File: src/rtl/spi_slave_tx_serializer_if.sv
// -----------------------------------------------------------------------------
// spi_slave_tx_serializer_if
//   Read-side handshake of the SPI slave CDC FIFO as seen by the TX serializer.
//
//   data_i   word presented by the FIFO
//   valid_i  data_i is valid
//   ready_o  serializer accepts the word on a clock edge where valid_i is high
//
//   master : FIFO side (drives data_i / valid_i)
//   slave  : serializer side (drives ready_o)
// -----------------------------------------------------------------------------
interface spi_slave_tx_serializer_if #(
    parameter int DATA_WIDTH = 32
) ();
    logic [DATA_WIDTH-1:0] data_i;
    logic                  valid_i;
    logic                  ready_o;

    modport master (
        output data_i,
        output valid_i,
        input  ready_o
    );

    modport slave (
        input  data_i,
        input  valid_i,
        output ready_o
    );
endinterface

File: src/rtl/spi_slave_tx_serializer.sv
// -----------------------------------------------------------------------------
// spi_slave_tx_serializer
//   Pops words from the SPI slave CDC FIFO and serialises them MSB-first onto
//   sdo, one bit per tx_shift strobe. The transfer length is counted in bits
//   and is independent of the word size. A one-word prefetch buffer keeps the
//   bit stream gap-free across word boundaries.
//
//   clk       single clock
//   rstn      synchronous active-low reset
//   fifo      FIFO read handshake (data_i, valid_i in; ready_o out)
//   tx_start  one-cycle pulse starting a transfer (ignored while busy)
//   tx_len    transfer length in bits minus 1, sampled on tx_start
//   tx_shift  one-cycle strobe advancing the stream by one bit
//   sdo       current serial bit (registered)
//   tx_busy   transfer in progress
//   tx_done   one-cycle pulse after the last bit has been shifted
//   underrun  one-cycle pulse when a bit is shifted with no word loaded
//
//   state  | meaning
//   -------+-----------------------------------------------------------
//   IDLE   | no transfer; FIFO not read, tx_shift ignored
//   ACTIVE | transfer running; prefetching words and shifting bits out
// -----------------------------------------------------------------------------
module spi_slave_tx_serializer #(
    parameter int DATA_WIDTH = 32,
    parameter int LEN_W      = 16
) (
    input  logic                        clk,
    input  logic                        rstn,
    spi_slave_tx_serializer_if.slave    fifo,
    input  logic                        tx_start,
    input  logic [LEN_W-1:0]            tx_len,
    input  logic                        tx_shift,
    output logic                        sdo,
    output logic                        tx_busy,
    output logic                        tx_done,
    output logic                        underrun
);

    localparam int CNT_W = $clog2(DATA_WIDTH + 1);

    // bits_left is one bit wider than tx_len so that tx_len = all ones
    // (2^LEN_W bits) does not wrap to zero.
    localparam logic [LEN_W:0]   BL_ONE   = (LEN_W + 1)'(1);
    localparam logic [CNT_W-1:0] CNT_ONE  = CNT_W'(1);
    localparam logic [CNT_W-1:0] CNT_FULL = CNT_W'(DATA_WIDTH);

    typedef enum logic {
        IDLE   = 1'b0,
        ACTIVE = 1'b1
    } state_t;

    state_t                state_q, state_d;
    logic [LEN_W:0]        bits_left_q, bits_left_d;
    logic [DATA_WIDTH-1:0] cur_q, cur_d;
    logic                  cur_valid_q, cur_valid_d;
    logic [CNT_W-1:0]      cur_cnt_q, cur_cnt_d;
    logic [DATA_WIDTH-1:0] buf_q, buf_d;
    logic                  buf_valid_q, buf_valid_d;
    logic                  ready_q, ready_d;
    logic                  sdo_q, sdo_d;
    logic                  done_q, done_d;
    logic                  underrun_q, underrun_d;
    logic                  accept;
    logic                  buf_take;

    always_ff @(posedge clk) begin
        if (!rstn) begin
            state_q     <= IDLE;
            bits_left_q <= '0;
            cur_q       <= '0;
            cur_valid_q <= 1'b0;
            cur_cnt_q   <= '0;
            buf_q       <= '0;
            buf_valid_q <= 1'b0;
            ready_q     <= 1'b0;
            sdo_q       <= 1'b0;
            done_q      <= 1'b0;
            underrun_q  <= 1'b0;
        end else begin
            state_q     <= state_d;
            bits_left_q <= bits_left_d;
            cur_q       <= cur_d;
            cur_valid_q <= cur_valid_d;
            cur_cnt_q   <= cur_cnt_d;
            buf_q       <= buf_d;
            buf_valid_q <= buf_valid_d;
            ready_q     <= ready_d;
            sdo_q       <= sdo_d;
            done_q      <= done_d;
            underrun_q  <= underrun_d;
        end
    end

    always_comb begin
        state_d     = state_q;
        bits_left_d = bits_left_q;
        cur_d       = cur_q;
        cur_valid_d = cur_valid_q;
        cur_cnt_d   = cur_cnt_q;
        buf_d       = buf_q;
        buf_valid_d = buf_valid_q;
        done_d      = 1'b0;
        underrun_d  = 1'b0;
        accept      = 1'b0;
        buf_take    = 1'b0;

        case (state_q)
            IDLE: begin
                if (tx_start) begin
                    bits_left_d = {1'b0, tx_len} + BL_ONE;
                    state_d     = ACTIVE;
                end
            end

            ACTIVE: begin
                // ready_q high means buf is empty, so an accept never
                // collides with a buf->cur move in the same cycle.
                accept = fifo.valid_i && ready_q;

                if (tx_shift) begin
                    bits_left_d = bits_left_q - BL_ONE;
                    if (cur_valid_q) begin
                        cur_d     = cur_q << 1;
                        cur_cnt_d = cur_cnt_q - CNT_ONE;
                        if (cur_cnt_q == CNT_ONE) begin
                            // Word exhausted: hand over the prefetched word
                            // in the same cycle so no gap bit appears.
                            if (buf_valid_q) begin
                                cur_d     = buf_q;
                                cur_cnt_d = CNT_FULL;
                                buf_take  = 1'b1;
                            end else begin
                                cur_valid_d = 1'b0;
                            end
                        end
                    end else begin
                        underrun_d = 1'b1;
                    end
                end

                if (!cur_valid_q && buf_valid_q) begin
                    cur_d       = buf_q;
                    cur_valid_d = 1'b1;
                    cur_cnt_d   = CNT_FULL;
                    buf_take    = 1'b1;
                end

                if (buf_take) begin
                    buf_valid_d = 1'b0;
                end

                if (accept) begin
                    buf_d       = fifo.data_i;
                    buf_valid_d = 1'b1;
                end

                // Last bit shifted: drop any leftover bits and prefetched word.
                if (tx_shift && (bits_left_q == BL_ONE)) begin
                    state_d     = IDLE;
                    cur_valid_d = 1'b0;
                    buf_valid_d = 1'b0;
                    done_d      = 1'b1;
                end
            end

            default: begin
                state_d = IDLE;
            end
        endcase

        ready_d = (state_d == ACTIVE) && !buf_valid_d;
        sdo_d   = cur_valid_d & cur_d[DATA_WIDTH-1];
    end

    assign fifo.ready_o = ready_q;
    assign sdo          = sdo_q;
    assign tx_busy      = (state_q == ACTIVE);
    assign tx_done      = done_q;
    assign underrun     = underrun_q;

endmodule

File: src/flat_wrapper.sv
// flat-port wrapper written by rule: the top's interface ports become plain ports
module spi_slave_tx_serializer_flat 
#(
    parameter int DATA_WIDTH = 32,
    parameter int LEN_W      = 16
)
  (clk, rstn, tx_start, tx_len, tx_shift, sdo, tx_busy, tx_done, underrun, fifo_data_i, fifo_valid_i, fifo_ready_o);
  spi_slave_tx_serializer_if #(.DATA_WIDTH(DATA_WIDTH)) fifo_i ();
  input  logic clk;
  input  logic rstn;
  input  logic tx_start;
  input  logic [LEN_W-1:0] tx_len;
  input  logic tx_shift;
  output logic sdo;
  output logic tx_busy;
  output logic tx_done;
  output logic underrun;
  input wire logic [$bits(fifo_i.data_i)-1:0] fifo_data_i;
  input wire logic [$bits(fifo_i.valid_i)-1:0] fifo_valid_i;
  output wire logic [$bits(fifo_i.ready_o)-1:0] fifo_ready_o;
  assign fifo_i.data_i = fifo_data_i;
  assign fifo_i.valid_i = fifo_valid_i;
  assign fifo_ready_o = fifo_i.ready_o;
  spi_slave_tx_serializer #(.DATA_WIDTH(DATA_WIDTH), .LEN_W(LEN_W)) u_core (.clk(clk), .rstn(rstn), .fifo(fifo_i), .tx_start(tx_start), .tx_len(tx_len), .tx_shift(tx_shift), .sdo(sdo), .tx_busy(tx_busy), .tx_done(tx_done), .underrun(underrun));
endmodule
File: config.mk
export PLATFORM = sky130hd
export DESIGN_NAME = spi_slave_tx_serializer_flat
export DESIGN_NICKNAME = d
export VERILOG_FILES = /design/src/rtl/spi_slave_tx_serializer_if.sv /design/src/rtl/spi_slave_tx_serializer.sv /design/src/flat_wrapper.sv
export SDC_FILE = /design/constraint.sdc
export NUM_CORES = 1
export LEC_CHECK = 0
export ABC_AREA = 1
export CAP_MARGIN = 20
export CORE_MARGIN = 4
export CORE_UTILIZATION = 64
export DETAILED_ROUTE_END_ITERATION = 10
export DONT_BUFFER_PORTS = 1
export PLACE_DENSITY = 0.8
export SLEW_MARGIN = 0
export SYNTH_ARGS = -nofsm -noshare
export SYNTH_HDL_FRONTEND = slang
export SYNTH_SLANG_ARGS = --single-unit
File: constraint.sdc
create_clock -name clk -period 2.01 [get_ports clk]
set_input_delay 0.603 -clock clk [delete_from_list [all_inputs] [get_ports clk]]
set_output_delay 0.603 -clock clk [all_outputs]
set_load 0.02 [all_outputs]
* Word-level counts from Yosys, hierarchy flattened
Cells that the tools add are included.
** Operators by class
- Add/sub/neg operators :: 3
- Equal/unequal tests :: 4
- Muxes and demuxes :: 35
- Bitwise gates (word level) :: 2
- Reductions and logical operators :: 13
** Operators with widths (count)
- two-way mux 32 bit :: 6
- two-way mux 17 bit :: 2
- case mux 17 bit (2 select lines) :: 1
- two-way mux 6 bit :: 5
- two-way mux 1 bit :: 20
- adder 16 x 1 -> 17 bit, second input constant :: 1
- == test 17 x 1 -> 1 bit, second input constant :: 1
- subtractor 17 x 1 -> 17 bit, second input constant :: 1
- == test 6 x 1 -> 1 bit, second input constant :: 1
- AND reduction 2 bit :: 3
- AND reduction 3 bit :: 2
- subtractor 6 x 1 -> 6 bit, second input constant :: 1
- logical AND 1 bit :: 4
- inequality test 2 bit, second input constant :: 2
- nonzero test 2 bit :: 2
- logical NOT 1 bit :: 2
- case mux 1 bit (2 select lines) :: 1
- AND 1 bit :: 1
- NOT 1 bit :: 1
** Storage, ports and cells
- Register bits :: 94
- Bits of input ports :: 53
- Word-level logic and storage cells :: 69

* Longest topological paths before layout
Gate-level depths: netlist (run 1).
- Depth after elaboration :: 12
- Mapped depth :: 12
- Mapped depth without buffers :: 11

* Worst setup path after synthesis (run 1)
No wires, ideal clock.
- Kind :: input -> register
- Start :: in tx_len[0]
- End :: reg u_core.bits_left_q[14]
- Data arrival time :: 1.455 ns
- Required time :: 1.878 ns
- Slack :: 0.422 ns
- Cell stages on the path :: 8
- Cell sequence :: ha_1 -> nand3_1 -> nor2_1 -> nand3_1 -> nand2_1 -> nand3_1 -> nand3_1 -> a21oi_1
** On the way
- Word-level cells in the longest chain between the ends :: 3
** RTL lines
- start: declaration :: RTL line flat_wrapper.sv:12 : input logic [LEN_W-1:0] tx_len;
- adder 16 x 1 -> 17 bit :: RTL line spi_slave_tx_serializer.sv:111 : bits_left_d = {1'b0, tx_len} + BL_ONE;
- two-way mux 17 bit :: RTL line spi_slave_tx_serializer.sv:110 : if (tx_start) begin
- case mux 17 bit (2 select lines) :: RTL line spi_slave_tx_serializer.sv:108 : case (state_q)
- end signal: assignment :: RTL line spi_slave_tx_serializer.sv:82 : bits_left_q <= bits_left_d;
- end: declaration :: RTL line spi_slave_tx_serializer.sv:54 : logic [LEN_W:0] bits_left_q, bits_left_d;
No other way between the ends. The select of a mux whose other input is x is not followed.
A chain may end at the register's enable or synchronous reset.

* Final worst setup path (run 1)
- Start :: reg u_core.state_q (netlist: u_core.tx_busy)
- End :: reg u_core.buf_q[24]
** On the way
- Word-level cells in the longest chain between the ends :: 1
** RTL lines
- start: declaration :: RTL line spi_slave_tx_serializer.sv:53 : state_t state_q, state_d;
- start signal: assignment :: RTL line spi_slave_tx_serializer.sv:81 : state_q <= state_d;
- AND reduction 2 bit (no line)
- end signal: assignment :: RTL line spi_slave_tx_serializer.sv:86 : buf_q <= buf_d;
- end: declaration :: RTL line spi_slave_tx_serializer.sv:58 : logic [DATA_WIDTH-1:0] buf_q, buf_d;
No other way between the ends.

==> results of run 1 <==
worst max-delay path, delay by kind of cell (launching register included):
kind	cells	cell delay, ns
and+or+nand+nor	1	0.48
AOI/OAI and AO/OA	2	0.59
DFF	1	0.51
synth_stat cells (all sizes together) (5+ instances only):
library cell and count:
nor2 58, xor2 7, nand4 7, nand2 106, inv 110, a21oi 140
ha 5, buf 21, dfxtp 94, nand3 45, clkbuf 20, o21ai 112
path summary, 6_finish.rpt:
| kind | to | slack [ns] | depth (start not counted) |
|---|---|---|---|
| setup / recovery | u_core.buf_q[24] | 0.31 | 3 |
| hold / removal | u_core.cur_cnt_q[5] | 0.34 | 2 |
| setup reg to reg | u_core.buf_q[24] | 0.31 | 3 |
| hold reg to reg | u_core.buf_q[0] | 0.46 | 2 |
stage by stage:
step                 util  instance area, um^2
CTS                 0.707                 5210
detailed placement  0.677                 4990
floorplan               -                 4920
global route        0.707                 5210
global placement    0.677                 4990
finish              0.707                 5210
power breakdown:
part,internal (uW),total (uW),switching [uW]
Combinational,174,506,332
Clock,646,1380,738
Sequential,1930,2000,69.8
layer usage:
layer / wire length, um / vias to the layer above / track usage
met3: 757 / 26 / 0.0529
met5: 0 / - / 0
met4: 228 / 0 / 0.0983
li1: - / 2402 / -
met1: 5150 / 2241 / 0.352
met2: 5680 / 177 / 0.433
state kept, by name, indices dropped and copies added, names as in the netlist, 6 cells and up:
name and count:
u_core.cur_cnt_q 6, u_core.bits_left_q 17, u_core.cur_q 32, u_core.buf_q 32
logic make-up (layout without fill, tap and decap cells):
logic type                 count (synthesis)  in the layout  share of synthesized area
DFF                                       94             94                      0.382
buffers and inverters                    151            141                      0.127
AOI/OAI and AO/OA                        258            258                      0.265
xor gates and xnor gates                   9              9                     0.0160
adders and majority gates                  5              5                     0.0127
and+or+nand+nor                          224            224                      0.197
cell type report:
type	count	area (um^2)	area share
multi-input cells	496	2420	0.464
flip-flops and latches	94	1880	0.361
inverters	110	413	0.0792
repair buffers	15	150	0.0288
clock buffers	10	138	0.0264
well taps	99	124	0.0238
clock inverters	6	86.3	0.0166
==> results.md, run 1 <==
- Die Wd: approximately 96 um
- Pre-CTS setup slack: 0.288 ns
- Post-CTS setup buffers: 0
- Routed Antenna Nets: 0
- Hold Vio Cnt, Final: 0
- # diodes: 0
- CTS tree: done
- Synth warnings: 0
- Non-Filler Instances: slightly above 800
- Global Route Usage Sum: 0.267
- Dpl hpwl: approximately 8.1 mm
- Total grt overflow: 0
- Max-slew violations: 0
- Clock root buffer master: clkbuf_8
- CORE AREA: approximately 0.0074 mm^2
- Area contributors post-synth: dfxtp_1 (38%), a21oi_1 (14%), o21ai_0 (9.8%)
- Clock slew at reported path FFs: ~0.1 ns
- Syn avg cell area: around 6.6 um^2
- Port Buffers: 0
- Rel. slew slack: 0.650
- Slowest-stage cell, CP: o21ai_0
- RSZ-0062 raised after global routing: no
- Post-synthesis sequential area ratio: 0.382
- CP Launch Type: flip-flop
- Minimum clock period: 1.70 ns
- Wirelength per Cell: ~14 um
- Maximum number of pins on one net before global-route repair: between 70 and 80
- LEAKAGE: between 0.002 and 0.0025 uW
- Iteration-0 DRC Markers: roughly 360
- Max-capacitance violation count: 0
- Area growth, synth to finish: 5.95%
- #FFs+latches synth: between 90 and 100
- Dominant synthesized flop cell: dfxtp_1
- Synth cell types: 27
- Critical Path Max Stage Delay: ~0.52 ns
- Final GP Congestion: slightly above 0.9
- Req. time, crit path: 2.26 ns
- Max H-tree Level: 3
- CTS Buf Count: 9
- Peak VDD IR: ~0.55 mV
- Most common library cell in the layout ignoring fill and taps: a21oi_1
- Start point of the critical path: u_core.tx_busy
- Via count of the first global-routing pass: 4483
- Least-Margin Pin Slew: approximately 0.52 ns
- Worst hold slack: around 0.34 ns
- Status: complete, no violations
- Clk_skew: 0.0186 ns
- Share of layout cells above drive strength 1: 0.0629
- TritonRoute pass-1 iters: 5
- Post_cts resized: 0
- Most frequent cells in the layout: a21oi_1 (140), inv_1 (106), nand2_1 (102)
- Placed Cells: approximately 800
- CTS Sinks: 94
- Reg-to-Reg Start: u_core.tx_busy
- Kind of critical path: reg2reg
- Worst Hold Class: in2reg
- Total Routed Length: about 12 mm
- Hold_buf cts: 0
- Worst-Skew Late Latency: between 0.3 and 0.4 ns
- Worst-case clock buffer depth: 2
- Final period utilization: 0.845
- Final setup vio count: 0
- Crit path DAT: 1.94 ns
- Mapped Area: 0.00492 mm^2
- Asr flop ratio synth: 0
- Worst setup EP type: flip-flop
- Synthesized instance count: roughly 740
- First-pass GRT wire length: 19.7 mm
- Max Clock Freq: between 500 and 600 MHz
- Synth area leader: dfxtp_1
- Initial antenna violation count: 0
- Setup TNS: 0 ns
- Final #Nets: 784
- DIE HEIGHT: approximately 96 um
- Worst hold start: rstn
- Routed vias: 4846
- DRC viols: 0
- Fin worst setup slack: 0.311 ns
- Power Total: just under 4000 uW
- Share of the synthesized area in the top cell type: 0.382
- Fillers: 630
- Vias/cell: approximately 5.8
- EDFF count, synth: 0
- Die area: 0.00916 mm^2
- Row cnt: 31
- Starting density of the core: 0.668
- Synthesized Nets: 799
- Max FO, Critical Path: 23
- Ports: 58
- Crit-path cells: nand3_2, o21ai_0, a21oi_1
- Cell Pwr Density: roughly 750 mW/mm^2
Note: power is estimated with default switching activity, not from simulation.
==> run 2: changes to the inputs <==
==> constraint.sdc (replaced) <==
create_clock -name clk -period 1.7 [get_ports clk]
set_input_delay 0.51 -clock clk [delete_from_list [all_inputs] [get_ports clk]]
set_output_delay 0.51 -clock clk [all_outputs]
set_load 0.02 [all_outputs]
==> run 2 against run 1 <==
Net effect: cell count stayed put; first-iteration DRC count up 5.0%; design area decreased by 0.53%; maximum frequency is 8.0% higher; via count is 1.2% lower; combinational power is 19% higher; setup slack got worse by 0.18 ns; flip-flop and latch count unchanged; hold slack worse by 0.075 ns; critical endpoint is now u_core.cur_q[23]; critical path type unchanged.
==> results.md, run 2 (synthesis gave the netlist of run 1 again) <==
- RSZ-0062 raised after global routing: no
- Crit path DAT: 1.87 ns
- Worst setup EP type: flip-flop
- Share of layout cells above drive strength 1: 0.0643
- Worst hold start: rstn
- TritonRoute pass-1 iters: 5
- Final GP Congestion: roughly 0.93
- LEAKAGE: around 0.0021 uW
- Least-Margin Pin Slew: around 0.53 ns
- DIE HEIGHT: 95.7 um
- CTS Sinks: 94
- Clk_skew: between 0.01 and 0.015 ns
- Peak VDD IR: about 0.65 mV
- CTS Buf Count: 9
- # diodes: 0
- Vias/cell: approximately 5.8
- Max-slew violations: 0
- Worst hold slack: between 0.2 and 0.3 ns
- Clock root buffer master: clkbuf_8
- Ports: between 50 and 60
- Max Clock Freq: about 640 MHz
- Port Buffers: 0
- Non-Filler Instances: between 800 and 900
- Routed Antenna Nets: 0
- CP Launch Type: flip-flop
- Row cnt: 31
- Die area: 0.00916 mm^2
- Maximum number of pins on one net before global-route repair: just under 80
- Die Wd: approximately 96 um
- Most common library cell in the layout ignoring fill and taps: a21oi_1
- Final setup vio count: 0
- Starting density of the core: 0.668
- Cells on worst reg2reg path: 8
- Global Route Usage Sum: 0.264
- Max-capacitance violation count: 0
- First-pass GRT wire length: a little under 20 mm
- Clock slew at reported path FFs: 0.09 ns
- Max H-tree Level: 3
- Via count of the first global-routing pass: ~4400
- Minimum clock period: around 1.6 ns
- Iteration-0 DRC Markers: between 300 and 400
- Worst-case clock buffer depth: 2
- Area growth, synth to finish: 5.39%
- Power Total: 4330 uW
- Kind of critical path: reg2reg
- Rel. slew slack: 0.648
- Req. time, crit path: ~2 ns
- Reg-to-Reg Start: u_core.cur_cnt_q[1]
- Cell Pwr Density: roughly 830 mW/mm^2
- Worst Hold Class: in2reg
- Placed Cells: between 800 and 900
- Total grt overflow: 0
- CTS tree: done
- Wirelength per Cell: approximately 14 um
- Final #Nets: roughly 800
- DRC viols: 0
- Hold Path Stages: 2
- Biggest regs: u_core.buf_q x32, u_core.cur_q x32, u_core.bits_left_q x17
- Final period utilization: 0.926
- Most frequent cells in the layout: a21oi_1 (140), inv_1 (105), nand2_1 (102)
- Status: complete, no violations
- Post-layout util: 0.704
- Total Routed Length: roughly 12 mm
- Start point of the critical path: u_core.cur_cnt_q[1]
- Dpl hpwl: about 7.7 mm
- Initial antenna violation count: 0
- Setup TNS: 0 ns
- Worst-Skew Late Latency: approximately 0.36 ns
- Routed vias: 4789
- Hold Vio Cnt, Final: 0
- Max FO, Critical Path: 27
- CORE AREA: roughly 0.0074 mm^2
[run 2: cell count changes in the layout (fill, tap and decap cells not counted)]
cell / before / now
clkinvlp_4: 0 / 3
bufinv_16: 1 / 0
clkbuf_16: 0 / 1
clkbuf_8: 10 / 9
clkinv_2: 0 / 1
clkinv_8: 1 / 0
inv_1: 106 / 105
inv_2: 4 / 5
inv_6: 2 / 1
inv_8: 2 / 1
[run 2: worst paths after layout]
check / end / slack (ns)
hold reg to reg: u_core.buf_q[0] / 0.45
hold / removal: u_core.cur_cnt_q[5] / 0.27
setup reg to reg: u_core.cur_q[23] / 0.13
setup / recovery: u_core.cur_q[23] / 0.13
[run 2: stage by stage]
stage | setup WS (ns) | area [um^2]
after floorplan | 0.205 | 4920
after global placement | 0.108 | 4980
after detailed placement | 0.0421 | 4980
after CTS | 0.124 | 5150
after global routing | 0.00749 | 5190
final | 0.126 | 5190
[run 2: timing repair]
action,in CTS,in global routing
buffers inserted,0,1
hold buffers,0,0
setup endpoints to repair,0,1
resized for setup,0,1
[run 2: area by class of cell]
class / instances / area, um^2
fill: 653 / 2180
sequential: 94 / 1880
clock buffer: 9 / 124
multi-input combinational: 496 / 2420
clock inverter: 6 / 47.5
inverter: 110 / 413
timing repair buffer: 16 / 175
tap: 99 / 124
[run 2: where the power goes]
| part | internal [uW] | leakage, uW | total [uW] | switching, uW |
|---|---|---|---|---|
| clock network | 536 | 0.0000796 | 1350 | 818 |
| logic | 209 | 0.00123 | 602 | 393 |
| registers | 2290 | 0.000763 | 2370 | 81.7 |
| total | 3030 | 0.00208 | 4330 | 1290 |
[run 2: metal layers]
metal,share of wire,GRT usage
met1,0.45,0.339
met2,0.47,0.449
met3,0.057,0.0434
met4,0.018,0.0889
met5,0,0
[run 2: critical path, cell delays in order (launching register included)]
cell and delay, ns:
dfxtp_1 0.32, inv_2 0.08, ha_1 0.17, nand4_1 0.21, buf_4 0.23, clkbuf_16 0.19
a21oi_1 0.14, o21ai_1 0.08, a21oi_1 0.11
==> run 3: changes to the inputs <==
--- a/config.mk
+++ b/config.mk
@@ -7,7 +7,7 @@
 export LEC_CHECK = 0
 export ABC_AREA = 1
 export CAP_MARGIN = 20
-export CORE_MARGIN = 4
+export CORE_MARGIN = 1
 export CORE_UTILIZATION = 64
 export DETAILED_ROUTE_END_ITERATION = 10
 export DONT_BUFFER_PORTS = 1
==> run 3 against run 2 <==
Net effect: sequential power hardly changed; maximum frequency is 0.53% lower; non-clock buffer count stayed put; via count is 0.54% higher; critical endpoint is now u_core.cur_q[12]; largest power group unchanged.
==> results.md, run 3 (synthesis gave the netlist of run 1 again) <==
- Status: complete, no violations
- Area growth, synth to finish: 6.61%
- LEAKAGE: between 0.002 and 0.0025 uW
- Final #Nets: 785
- CTS tree: done
- Via count of the first global-routing pass: 4271
- Reg-to-Reg Start: u_core.cur_cnt_q[1]
- Maximum number of pins on one net before global-route repair: 77
- Sw Share: 0.294
- Final GP Congestion: 0.917
- Clk_skew: 0.00849 ns
- Max FO, Critical Path: 27
- Routed vias: approximately 4800
- Cell Pwr Density: 868 mW/mm^2
- Die area: a little over 0.008 mm^2
- Most frequent cells in the layout: a21oi_1 (139), inv_1 (106), nand2_1 (102)
- Fin worst setup slack: 0.118 ns
- Ports: a little under 60
- Share of layout cells above drive strength 1: 0.0669
- CORE AREA: approximately 0.0073 mm^2
- Routed Antenna Nets: 0
- TritonRoute pass-1 iters: 5
- Rel. slew slack: 0.639
- Final setup vio count: 0
- Kind of critical path: reg2reg
- Worst setup EP type: flip-flop
- CTS Buf Count: 9
- Port Buffers: 0
- Hold Path Stages: 2
- Start point of the critical path: u_core.cur_cnt_q[1]
- Clock root buffer master: clkbuf_8
- Clock power frac: 0.348
- Wirelength per Cell: between 10 and 15 um
- Most used cell, CP: a21oi_1
- Biggest regs: u_core.buf_q x32, u_core.cur_q x32, u_core.bits_left_q x17
- Clock slew at reported path FFs: approximately 0.1 ns
- Least-Margin Pin Slew: approximately 0.54 ns
- Max-capacitance violation count: 0
- Slowest-stage cell, CP: dfxtp_1
- Max-slew violations: 0
- First-pass GRT wire length: about 18 mm
- Crit-path cells: inv_1, ha_2, nand4_1, buf_4, buf_12, a21oi_1, o21ai_0, a21oi_1
- Vias/cell: 5.79
- DIE HEIGHT: approximately 90 um
- Minimum clock period: about 1.6 ns
- Max Clock Freq: 632 MHz
- Int Pwr: 3210 uW
- Worst Hold Class: in2reg
- Req. time, crit path: 2.00 ns
- FF-to-FF setup slack: between 0.1 and 0.15 ns
- Total Routed Length: approximately 12 mm
- DRC viols: 0
- Worst-Skew Late Latency: 0.37 ns
- CP Launch Type: flip-flop
- CTS Sinks: between 90 and 100
- Cells on worst reg2reg path: 8
- Initial antenna violation count: 1
- Critical R2R Capture: u_core.cur_q[12]
- Final period utilization: 0.931
- Worst hold start: rstn
- Switching Power: ~1300 uW
- Die Wd: 89.7 um
- Seq pwr share: 0.521
- Hold Vio Cnt, Final: 0
- Crit path DAT: around 1.9 ns
- Row cnt: 31
- WHS Endpoint: u_core.buf_q[31]
- Total grt overflow: 0
- Most common library cell in the layout ignoring fill and taps: a21oi_1
- Critical Path Max Stage Delay: 0.32 ns
- Combinational power share: 0.131
- Dpl hpwl: 7.61 mm
- Worst-case clock buffer depth: 2
- Setup TNS: 0 ns
- Max H-tree Level: 3
- Iteration-0 DRC Markers: slightly below 400
- Power Total: 4550 uW
- Worst hold slack: approximately 0.27 ns
- Peak VDD IR: ~0.62 mV
- Pre-CTS setup slack: approximately 0.033 ns
- Starting density of the core: 0.671
- Global Route Usage Sum: 0.291
## run 3: changes by cell type in the layout (fill, tap and decap cells not counted), sizes merged
cell / before / now
diode: 0 / 1
bufinv: 0 / 1
clkinvlp: 3 / 1
clkinv: 1 / 0
inv: 112 / 115
## run 3: critical path, delay by kind of cell (launching register included)
family                   cells  cell delay [ns]
AO/OA/AOI/OAI                3             0.39
adder cells (fa/ha/maj)      1             0.20
buffers and inverters        3             0.46
flip-flops                   1             0.32
AND/OR/NAND/NOR              1             0.13
## run 3: metal layers
layer  vias up  global-route usage  wire length (um)
met2       145               0.499              5580
li1       2402                   -                 -
met5         -                   0                 0
met3        29              0.0548               533
met1      2239               0.360              5180
met4         0               0.123               289
## run 3: repair_timing
item,CTS,global route
endpoints found under the setup margin,0,14
gates resized for setup,0,2
hold buffers,0,0
buffers inserted,0,2
## run 3: final cells by class
type,count,area [um^2]
diodes,1,2.50
clock buffers,9,124
clock inverters,7,86.3
fillers,613,2080
inverters,110,413
multi-input cells,496,2430
flip-flops and latches,94,1880
well taps,99,124
repair buffers,16,188
## run 3: worst max path at each step
stage / slack, ns / cells past startpoint / endpoint
final: 0.12 / 8 / u_core.cur_q[12]
after detailed placement: 0.03 / 8 / u_core.bits_left_q[14]
after CTS: 0.07 / 7 / u_core.cur_q[22]
after global routing: -0.009 / 10 / u_core.sdo
after floorplan: 0.21 / 8 / u_core.bits_left_q[14]
after global placement: 0.09 / 9 / u_core.bits_left_q[10]
## run 3: power by group through the flow
stage               logic, uW  clock network [uW]  registers [uW]
floorplan                 479                   0            2400
global placement          570                   0            2410
detailed placement        585                   0            2420
CTS                       590                1610            2370
global route              684                1690            2380
finish                    595                1590            2370
## run 3: per-stage QoR
step                std cells   util  area, um^2
global placement          812  0.680        4990
finish                    832  0.716        5250
floorplan                 741      -        4920
global route              832  0.716        5250
detailed placement        812  0.680        4990
CTS                       828  0.709        5200
